**src/rtl/sp_rom_arbiter_if.sv**
```systemverilog
// Bus bundle between two burst requesters, the ROM arbiter and the ROM.
// slave: arbiter side; master: requesters + ROM side.
interface sp_rom_arbiter_if #(
  parameter int ADDRESS_WIDTH = 16,
  parameter int DATA_WIDTH    = 16,
  parameter int BURST_WIDTH   = 4
) ();
  logic                     m0_req;
  logic [ADDRESS_WIDTH-1:0] m0_addr;
  logic [BURST_WIDTH-1:0]   m0_len;
  logic                     m0_grant;
  logic                     m0_valid;
  logic [DATA_WIDTH-1:0]    m0_data;
  logic                     m0_done;

  logic                     m1_req;
  logic [ADDRESS_WIDTH-1:0] m1_addr;
  logic [BURST_WIDTH-1:0]   m1_len;
  logic                     m1_grant;
  logic                     m1_valid;
  logic [DATA_WIDTH-1:0]    m1_data;
  logic                     m1_done;

  logic [ADDRESS_WIDTH-1:0] rom_address;
  logic                     rom_ren;
  logic                     rom_cen;
  logic [DATA_WIDTH-1:0]    rom_data;

  modport slave (
    input  m0_req, m0_addr, m0_len,
    output m0_grant, m0_valid, m0_data, m0_done,
    input  m1_req, m1_addr, m1_len,
    output m1_grant, m1_valid, m1_data, m1_done,
    output rom_address, rom_ren, rom_cen,
    input  rom_data
  );

  modport master (
    output m0_req, m0_addr, m0_len,
    input  m0_grant, m0_valid, m0_data, m0_done,
    output m1_req, m1_addr, m1_len,
    input  m1_grant, m1_valid, m1_data, m1_done,
    input  rom_address, rom_ren, rom_cen,
    output rom_data
  );
endinterface

```
**src/rtl/sp_rom_arbiter.sv**
```systemverilog
// Two-master burst arbiter for a negedge-read single-port ROM.
// Ports: clk, rst_n (sync, active-low), bus (sp_rom_arbiter_if.slave):
//   mX_req/addr/len in, mX_grant/valid/data/done out,
//   rom_address/ren/cen out, rom_data in.
// Option: SP_ROM_ARB_ROUND_ROBIN_EN selects round-robin on ties
//   (default build: fixed priority, master 0 first).
module sp_rom_arbiter #(
  parameter int ADDRESS_WIDTH = 16,
  parameter int DATA_WIDTH    = 16,
  parameter int BURST_WIDTH   = 4
) (
  input logic          clk,
  input logic          rst_n,
  sp_rom_arbiter_if.slave bus
);

  typedef enum logic {
    IDLE = 1'b0,
    READ = 1'b1
  } state_t;

  state_t                   r_state;
  logic                     r_owner;
  logic [BURST_WIDTH-1:0]   r_cnt;
  logic [ADDRESS_WIDTH-1:0] r_rom_addr;
  logic                     r_rom_ren;
  logic                     r_rom_cen;
  logic                     r_m0_grant;
  logic                     r_m0_valid;
  logic                     r_m0_done;
  logic [DATA_WIDTH-1:0]    r_m0_data;
  logic                     r_m1_grant;
  logic                     r_m1_valid;
  logic                     r_m1_done;
  logic [DATA_WIDTH-1:0]    r_m1_data;

  logic                     w_any;
  logic                     w_win;
  logic [ADDRESS_WIDTH-1:0] w_addr;
  logic [BURST_WIDTH-1:0]   w_len;

  assign w_any = bus.m0_req | bus.m1_req;

`ifdef SP_ROM_ARB_ROUND_ROBIN_EN
  // Master favoured on the next tie; 0 out of reset.
  logic r_rr_ptr;

  assign w_win = (bus.m0_req & bus.m1_req) ? r_rr_ptr
                                           : bus.m1_req;
`else
  // w_win=1 selects master 1; only meaningful when w_any.
  assign w_win = ~bus.m0_req;
`endif

  assign w_addr = w_win ? bus.m1_addr : bus.m0_addr;
  assign w_len  = w_win ? bus.m1_len  : bus.m0_len;

  always_ff @(posedge clk) begin
    if (!rst_n) begin
      r_state    <= IDLE;
      r_owner    <= 1'b0;
      r_cnt      <= '0;
      r_rom_addr <= '0;
      r_rom_ren  <= 1'b0;
      r_rom_cen  <= 1'b0;
      r_m0_grant <= 1'b0;
      r_m0_valid <= 1'b0;
      r_m0_done  <= 1'b0;
      r_m0_data  <= '0;
      r_m1_grant <= 1'b0;
      r_m1_valid <= 1'b0;
      r_m1_done  <= 1'b0;
      r_m1_data  <= '0;
`ifdef SP_ROM_ARB_ROUND_ROBIN_EN
      r_rr_ptr   <= 1'b0;
`endif
    end else begin
      r_m0_valid <= 1'b0;
      r_m1_valid <= 1'b0;
      r_m0_done  <= 1'b0;
      r_m1_done  <= 1'b0;
      case (r_state)
        IDLE: begin
          if (w_any) begin
            r_m0_grant <= ~w_win;
            r_m1_grant <= w_win;
            r_rom_addr <= w_addr;
            r_rom_ren  <= 1'b1;
            r_rom_cen  <= 1'b1;
            r_cnt      <= w_len;
            r_owner    <= w_win;
`ifdef SP_ROM_ARB_ROUND_ROBIN_EN
            r_rr_ptr   <= ~w_win;
`endif
            r_state    <= READ;
          end
        end
        READ: begin
          // ROM output was refreshed at the preceding negedge.
          if (r_owner) begin
            r_m1_valid <= 1'b1;
            r_m1_data  <= bus.rom_data;
          end else begin
            r_m0_valid <= 1'b1;
            r_m0_data  <= bus.rom_data;
          end
          if (r_cnt == '0) begin
            r_m0_grant <= 1'b0;
            r_m1_grant <= 1'b0;
            r_rom_ren  <= 1'b0;
            r_rom_cen  <= 1'b0;
            r_m0_done  <= ~r_owner;
            r_m1_done  <= r_owner;
            r_state    <= IDLE;
          end else begin
            // Natural wrap at the top of the address space.
            r_rom_addr <= r_rom_addr + ADDRESS_WIDTH'(1);
            r_cnt      <= r_cnt - BURST_WIDTH'(1);
          end
        end
        default: r_state <= IDLE;
      endcase
    end
  end

  assign bus.m0_grant    = r_m0_grant;
  assign bus.m0_valid    = r_m0_valid;
  assign bus.m0_data     = r_m0_data;
  assign bus.m0_done     = r_m0_done;
  assign bus.m1_grant    = r_m1_grant;
  assign bus.m1_valid    = r_m1_valid;
  assign bus.m1_data     = r_m1_data;
  assign bus.m1_done     = r_m1_done;
  assign bus.rom_address = r_rom_addr;
  assign bus.rom_ren     = r_rom_ren;
  assign bus.rom_cen     = r_rom_cen;

endmodule
```
**src/flat_wrapper.sv**
```systemverilog
// flat-port wrapper written by rule: the top's interface ports become plain ports
module sp_rom_arbiter_flat 
#(
  parameter int ADDRESS_WIDTH = 16,
  parameter int DATA_WIDTH    = 16,
  parameter int BURST_WIDTH   = 4
)
  (clk, rst_n, bus_m0_req, bus_m0_addr, bus_m0_len, bus_m0_grant, bus_m0_valid, bus_m0_data, bus_m0_done, bus_m1_req, bus_m1_addr, bus_m1_len, bus_m1_grant, bus_m1_valid, bus_m1_data, bus_m1_done, bus_rom_address, bus_rom_ren, bus_rom_cen, bus_rom_data);
  sp_rom_arbiter_if #(.ADDRESS_WIDTH(ADDRESS_WIDTH), .DATA_WIDTH(DATA_WIDTH), .BURST_WIDTH(BURST_WIDTH)) bus_i ();
  input logic clk;
  input logic rst_n;
  input wire logic [$bits(bus_i.m0_req)-1:0] bus_m0_req;
  input wire logic [$bits(bus_i.m0_addr)-1:0] bus_m0_addr;
  input wire logic [$bits(bus_i.m0_len)-1:0] bus_m0_len;
  output wire logic [$bits(bus_i.m0_grant)-1:0] bus_m0_grant;
  output wire logic [$bits(bus_i.m0_valid)-1:0] bus_m0_valid;
  output wire logic [$bits(bus_i.m0_data)-1:0] bus_m0_data;
  output wire logic [$bits(bus_i.m0_done)-1:0] bus_m0_done;
  input wire logic [$bits(bus_i.m1_req)-1:0] bus_m1_req;
  input wire logic [$bits(bus_i.m1_addr)-1:0] bus_m1_addr;
  input wire logic [$bits(bus_i.m1_len)-1:0] bus_m1_len;
  output wire logic [$bits(bus_i.m1_grant)-1:0] bus_m1_grant;
  output wire logic [$bits(bus_i.m1_valid)-1:0] bus_m1_valid;
  output wire logic [$bits(bus_i.m1_data)-1:0] bus_m1_data;
  output wire logic [$bits(bus_i.m1_done)-1:0] bus_m1_done;
  output wire logic [$bits(bus_i.rom_address)-1:0] bus_rom_address;
  output wire logic [$bits(bus_i.rom_ren)-1:0] bus_rom_ren;
  output wire logic [$bits(bus_i.rom_cen)-1:0] bus_rom_cen;
  input wire logic [$bits(bus_i.rom_data)-1:0] bus_rom_data;
  assign bus_i.m0_req = bus_m0_req;
  assign bus_i.m0_addr = bus_m0_addr;
  assign bus_i.m0_len = bus_m0_len;
  assign bus_m0_grant = bus_i.m0_grant;
  assign bus_m0_valid = bus_i.m0_valid;
  assign bus_m0_data = bus_i.m0_data;
  assign bus_m0_done = bus_i.m0_done;
  assign bus_i.m1_req = bus_m1_req;
  assign bus_i.m1_addr = bus_m1_addr;
  assign bus_i.m1_len = bus_m1_len;
  assign bus_m1_grant = bus_i.m1_grant;
  assign bus_m1_valid = bus_i.m1_valid;
  assign bus_m1_data = bus_i.m1_data;
  assign bus_m1_done = bus_i.m1_done;
  assign bus_rom_address = bus_i.rom_address;
  assign bus_rom_ren = bus_i.rom_ren;
  assign bus_rom_cen = bus_i.rom_cen;
  assign bus_i.rom_data = bus_rom_data;
  sp_rom_arbiter #(.ADDRESS_WIDTH(ADDRESS_WIDTH), .DATA_WIDTH(DATA_WIDTH), .BURST_WIDTH(BURST_WIDTH)) u_core (.clk(clk), .rst_n(rst_n), .bus(bus_i));
endmodule
```
**config.mk**
```make
export PLATFORM = sky130hd
export DESIGN_NAME = sp_rom_arbiter_flat
export DESIGN_NICKNAME = d
export VERILOG_FILES = /design/src/rtl/sp_rom_arbiter_if.sv /design/src/rtl/sp_rom_arbiter.sv /design/src/flat_wrapper.sv
export SDC_FILE = /design/constraint.sdc
export NUM_CORES = 1
export LEC_CHECK = 0
export ABC_AREA = 1
export CAP_MARGIN = 20
export CELL_PAD_IN_SITES_DETAIL_PLACEMENT = 0
export CELL_PAD_IN_SITES_GLOBAL_PLACEMENT = 2
export CORE_MARGIN = 3
export CORE_UTILIZATION = 22
export DETAILED_ROUTE_END_ITERATION = 10
export GPL_TIMING_DRIVEN = 0
export PLACE_DENSITY_LB_ADDON = 0.1
export SKIP_CTS_REPAIR_TIMING = 1
export SYNTH_ARGS = -nofsm -noshare
export SYNTH_HDL_FRONTEND = slang
export SYNTH_SLANG_ARGS = --single-unit
```
**constraint.sdc**
```tcl
create_clock -name clk -period 1.7 [get_ports clk]
set_clock_uncertainty 0.15 [all_clocks]
set_input_delay 0.34 -clock clk [delete_from_list [all_inputs] [get_ports clk]]
set_output_delay 0.34 -clock clk [all_outputs]
set_load 0.02 [all_outputs]
```
* Yosys cells after proc, flatten, opt, wreduce, memory -nomap -nowiden *
Cells that the tools add are included.

cells by class
  $add $sub $neg = 2
  eq/ne operators = 3
  mux-type cells = 20
  bitwise operators = 4
  reduce and logical (&&, ||, !) cells = 8

operator list
  cell                   number
  $mux 16                3
  $pmux 16 s2            1
  $add 16x1->16 const B  1
  $mux 4                 3
  $reduce_and 2->1       6
  $mux 1                 8
  $pmux 1 s2             4
  $pmux 4 s2             1
  $logic_not 4->1        1
  $ne 2x2->1 const B     2
  $sub 4x1->4 const B    1
  $not 1->1              3
  $reduce_and 3->1       1
  $ne 2x1->1 const B     1
  $or 1x1->1             1

word-level totals
  bits in registers = 61
  input port bits = 60
  output and inout port bits = 56
  word-level logic and storage cells = 50

* Depth between registers and ports, before layout *
  depth in word-level cells = 3
  gate-level depth with buffers = 10
  gate-level depth less buffers = 9

* Least setup slack after synthesis *
OpenSTA, ideal clock, no wires.

  path type = register to register
  start point = reg u_core.r_rom_addr[1] (netlist: u_core.bus.rom_address[1])
  end point = reg u_core.r_rom_addr[14] (netlist: u_core.bus.rom_address[14])
  setup time = 70 ps
  data arrival time = 1323 ps
  data required time = 1480 ps
  setup slack = 157 ps
  cell stages (with the launch flop) = 8
  buffers on the path = 0
  period minus slack after synthesis = 1543 ps
  cell sequence = dfxtp_1 > ha_1 > nand3_1 > nor2_1 > nand3_1 > nand2_1 > nand3_1 > a21oi_1

on the way
  word-level cells in the longest chain between the ends = 3

RTL lines
  item                      RTL line               text
  start: declaration        sp_rom_arbiter.sv:25   logic [ADDRESS_WIDTH-1:0] r_rom_addr;
  start signal: assignment  sp_rom_arbiter.sv:87   r_rom_addr <= w_addr;
  start signal: assignment  sp_rom_arbiter.sv:117  r_rom_addr <= r_rom_addr + ADDRESS_WIDTH'(1);
  $add 16x1->16             sp_rom_arbiter.sv:117
  $mux 16                   sp_rom_arbiter.sv:107  if (r_cnt == '0) begin
  $pmux 16 s2               sp_rom_arbiter.sv:82   case (r_state)

No other way between the ends. The select of a mux whose other input is x is not followed.
A chain may end at the register's enable or synchronous reset.

* Worst setup path after layout *
  start point = reg u_core.r_cnt[1]
  end point = reg u_core.r_rom_addr[11] (netlist: u_core.bus.rom_address[11])

on the way
  word-level cells in the longest chain between the ends = 3

RTL lines
  item                               RTL line               text
  start: declaration                 sp_rom_arbiter.sv:24   logic [BURST_WIDTH-1:0] r_cnt;
  start signal: assignment           sp_rom_arbiter.sv:90   r_cnt <= w_len;
  start signal: assignment           sp_rom_arbiter.sv:118  r_cnt <= r_cnt - BURST_WIDTH'(1);
  $logic_not 4->1                    sp_rom_arbiter.sv:107
  $ne 2x2->1 (no source line)        --
  $reduce_and 2->1 (no source line)  --

No other way between the ends.

==> summary.md <==
| Metric | Value |
|---|---|
| R2r setup slk | `60 ps` |
| Most common flop cell mapped by yosys | `dfxtp_1` |
| Gr ovfl total | `0` |
| Drc violations | `0` |
| Min-Delay Startpoint | `u_core.r_cnt[2]$_SDFFE_PN0P_` |
| Most numerous cell in the Yosys netlist | `nor2_1` |
| Max Freq | `608.1 MHz` |
| Initial antenna violation count | `0` |
| CP required | `~1800 ps` |
| Post-DR wirelength/cell | `15.52 µm` |
| Port-buffer cells | `114` |
| Crit path buf inv count | `4` |
| Synth area leader | `dfxtp_1` |
| Vias in the first global route | `3,072` |
| Final net count | `597` |
| Synth top area cells | `dfxtp_1 (43%), nor2_1 (14%), o21ai_0 (9.5%)` |
| Antenna cells | `0` |
| Via density | `4.403` |
| Initial Utilization | `0.2303` |
| VDD IR-drop max | `0.4735 mV` |
| PwrDens | `about 1100 nW/µm²` |
| Num CTS Buffers | `9` |
| CP Class | `reg -> reg` |
| Worst hold path type | `reg -> reg` |
| Syn nets | `460` |
| GRT Util Overall | `0.1528` |
| # rows | `40` |
| Global-route wire length before repair | `17.04 mm` |
| Slew HR | `0.6583` |
| Critical path arrival | `1710 ps` |
| Top-Level Pins | `116` |
| RePlAce Congestion | `0.7407` |
| Core ar. | `12,310 µm²` |
| Die area | `14,290 µm²` |
| Largest net degree at the start of global routing | `12` |
| Hold path depth | `2` |
| CTS tree | `done` |
| Setup crit end kind | `flip-flop` |
| Area of the mapped netlist | `between 2000 and 3000 µm²` |
| H-tree levels | `3` |
| Seq/Total Area, Yosys | `0.4307` |
| Fin. max-slew vios | `0` |
| Tcrit/Tclk final | `0.9673` |
| Drt first-iter violations | `150` |
| Yosys reg bits | `between 60 and 70` |
| EDFF count, synth | `0` |
| Total vias in the final route | `between 3,000 and 4,000` |
| Max incr delay on CP | `340 ps` |
| Startpoint types | `flip-flop` |
| Hold path endpoint | `u_core.r_cnt[2]$_SDFFE_PN0P_` |
| CP Max Fanout | `6` |
| Minimum clock period | `1644 ps` |
| Top Family by Delay on Critical Path | `buffers and inverters` |
| Leak | `2.788 nW` |
| Max_cap viols | `0` |
| Top cells by count, synth | `nor2_1 (103), dfxtp_1 (61), o21ai_0 (54)` |
| Syn Area/Cell | `7.124 µm²` |
| Clk sinks | `61` |
| CTS Root Buffer Type | `clkbuf_16` |
| Worst r2r dst | `u_core.bus.rom_address[11]$_SDFFE_PN0P_` |
| Sum Neg Setup Slack | `0 ps` |
| Worst r2r path cells | `10` |
| Post-DRT Antenna Nets | `0` |
| Reg2Reg Launch Point | `u_core.r_cnt[1]$_SDFFE_PN0P_` |
| Synth-to-layout area growth | `73.83%` |
| Share of cells above drive strength 1 | `0.1481` |
| Worst slew pin tran | `512.6 ps` |
| Fillers | `1,321` |
| Die Y | `119.5 µm` |
| Final hold viol count | `0` |
| Yosys Warn Count | `0` |
| Largest buffer count on any clock path | `2` |
| Die width | `119.5 µm` |
| Post-Route WL | `10.99 mm` |
| Async SR Flop Fraction | `0` |
| Post-DP HPWL | `7.775 mm` |
| Slowest cell on the critical path | `dfxtp_2` |
| Synth cell types | `29` |
| Setup violators final | `0` |
| CTS clk-pin slew, worst paths | `approximately 60 ps` |
| Worst path cell trace | `inv_2, ha_4, nand2_4, nor2_4, o21ai_4, buf_12, inv_8, buf_4, nor2_2, a21oi_1` |
| Syn Inst Count | `398` |
| Status | `finished, final reports clean` |
| Top cell type's share of synthesized area | `0.4307` |
| Skew-Pair Late Insertion Delay | `~330 ps` |
| Hold WS | `322.6 ps` |
| DR pass1 iterations | `4` |
[final cells by class]
cell class | count | area [µm²] | share of cell area
clock inverters | 5 | 58.81 | 0.01193
plain buffers | 18 | 120.1 | 0.02437
repair buffers | 128 | 1428 | 0.2897
well taps | 168 | 210.2 | 0.04265
clock buffers | 11 | 252.7 | 0.05128
repair inverters | 1 | 5.005 | 0.001015
multi-input cells | 288 | 1515 | 0.3074
flip-flops and latches | 61 | 1226 | 0.2488
inverters | 28 | 112.6 | 0.02285
[placed cells by master (no fill, tap or decap), types with 3 or more instances in the layout]
cell type / instances
nor2_1: 90
clkdlybuf4s50_1: 57
dlymetal6s2s_1: 57
dfxtp_1: 57
o21ai_0: 52
nand2_1: 43
nand3_1: 23
inv_1: 21
a21oi_1: 18
buf_4: 12
a22o_1: 10
clkbuf_16: 10
nor2_4: 8
clkbuf_1: 7
nor2_2: 7
inv_2: 5
a22oi_1: 5
buf_6: 4
buf_2: 4
o21ai_1: 4
dfxtp_2: 4
xor2_1: 3
nor3_1: 3
o21bai_1: 3
[where the power goes]
part	switching (mW)	internal (mW)
combinational	0.832	0.747
sequential	0.155	1.60
clock	0.693	1.21
[per-stage QoR]
step,power (mW),instance area (µm²),instances,worst slack [ps],utilization
2_1_floorplan,2.494,2835,398,156.9,-
3_3_place_gp,3.164,4187,680,-340.2,0.3400
3_5_place_dp,3.159,4187,680,-350.0,0.3400
4_1_cts,5.108,4498,696,-262.6,0.3653
5_1_grt,5.531,4928,708,-18.79,0.4003
6_report,5.243,4928,708,55.61,0.4003
[flip-flops by register name (all words and copies together), names as in the netlist]
signal                  flops
u_core.bus.m1_data         16
u_core.bus.m0_valid         1
u_core.r_state              1
u_core.bus.m0_done          1
u_core.bus.m0_grant         1
u_core.bus.m1_valid         1
u_core.bus.rom_address     16
u_core.bus.m1_done          1
u_core.bus.rom_cen          1
u_core.r_cnt                4
u_core.bus.m0_data         16
u_core.r_owner              1
u_core.bus.m1_grant         1
[worst register-to-register path, cell delays in order, from the launching register on]
cell     delay (ps)
dfxtp_2         340
inv_2            50
ha_4            170
nand2_4          60
nor2_4           50
o21ai_4         180
buf_12          160
inv_8            50
buf_4           140
nor2_2          120
a21oi_1          70
[cells by family after synthesis]
| family | Yosys count | share of synthesized area |
|---|---|---|
| AO/OA/AOI/OAI | 99 | 0.2034 |
| flip-flops | 61 | 0.4307 |
| AND/OR/NAND/NOR | 182 | 0.2595 |
| buffers and inverters | 49 | 0.08208 |
| XOR/XNOR | 5 | 0.01545 |
| adder cells (fa/ha/maj) | 2 | 0.008825 |
[worst max path at each step]
stage	startpoint	endpoint	slack (ps)	depth (start not counted)
2_1_floorplan	u_core.bus.rom_address[1]$_SDFFE_PN0P_	u_core.bus.rom_address[14]$_SDFFE_PN0P_	160	7
3_3_place_gp	bus_m0_req	u_core.bus.rom_address[0]$_SDFFE_PN0P_	-340	8
3_5_place_dp	bus_m0_req	u_core.bus.rom_address[0]$_SDFFE_PN0P_	-350	8
4_1_cts	u_core.bus.rom_address[4]$_SDFFE_PN0P_	bus_rom_address[4]	-260	1
5_1_grt	u_core.r_cnt[1]$_SDFFE_PN0P_	u_core.bus.rom_address[12]$_SDFFE_PN0P_	-20	10
6_report	u_core.r_cnt[1]$_SDFFE_PN0P_	u_core.bus.rom_address[11]$_SDFFE_PN0P_	60	10
[routing by layer]
| layer | wire (µm) | global-route usage | vias up |
|---|---|---|---|
| met1 | 5017 | 0.1928 | 1418 |
| met4 | 177 | 0.05727 | 0 |
| met5 | 0 | 0 | - |
| li1 | - | - | 1592 |
| met2 | 4987 | 0.2387 | 93 |
| met3 | 809 | 0.05608 | 14 |
Note: power is estimated with default switching activity, not from simulation.
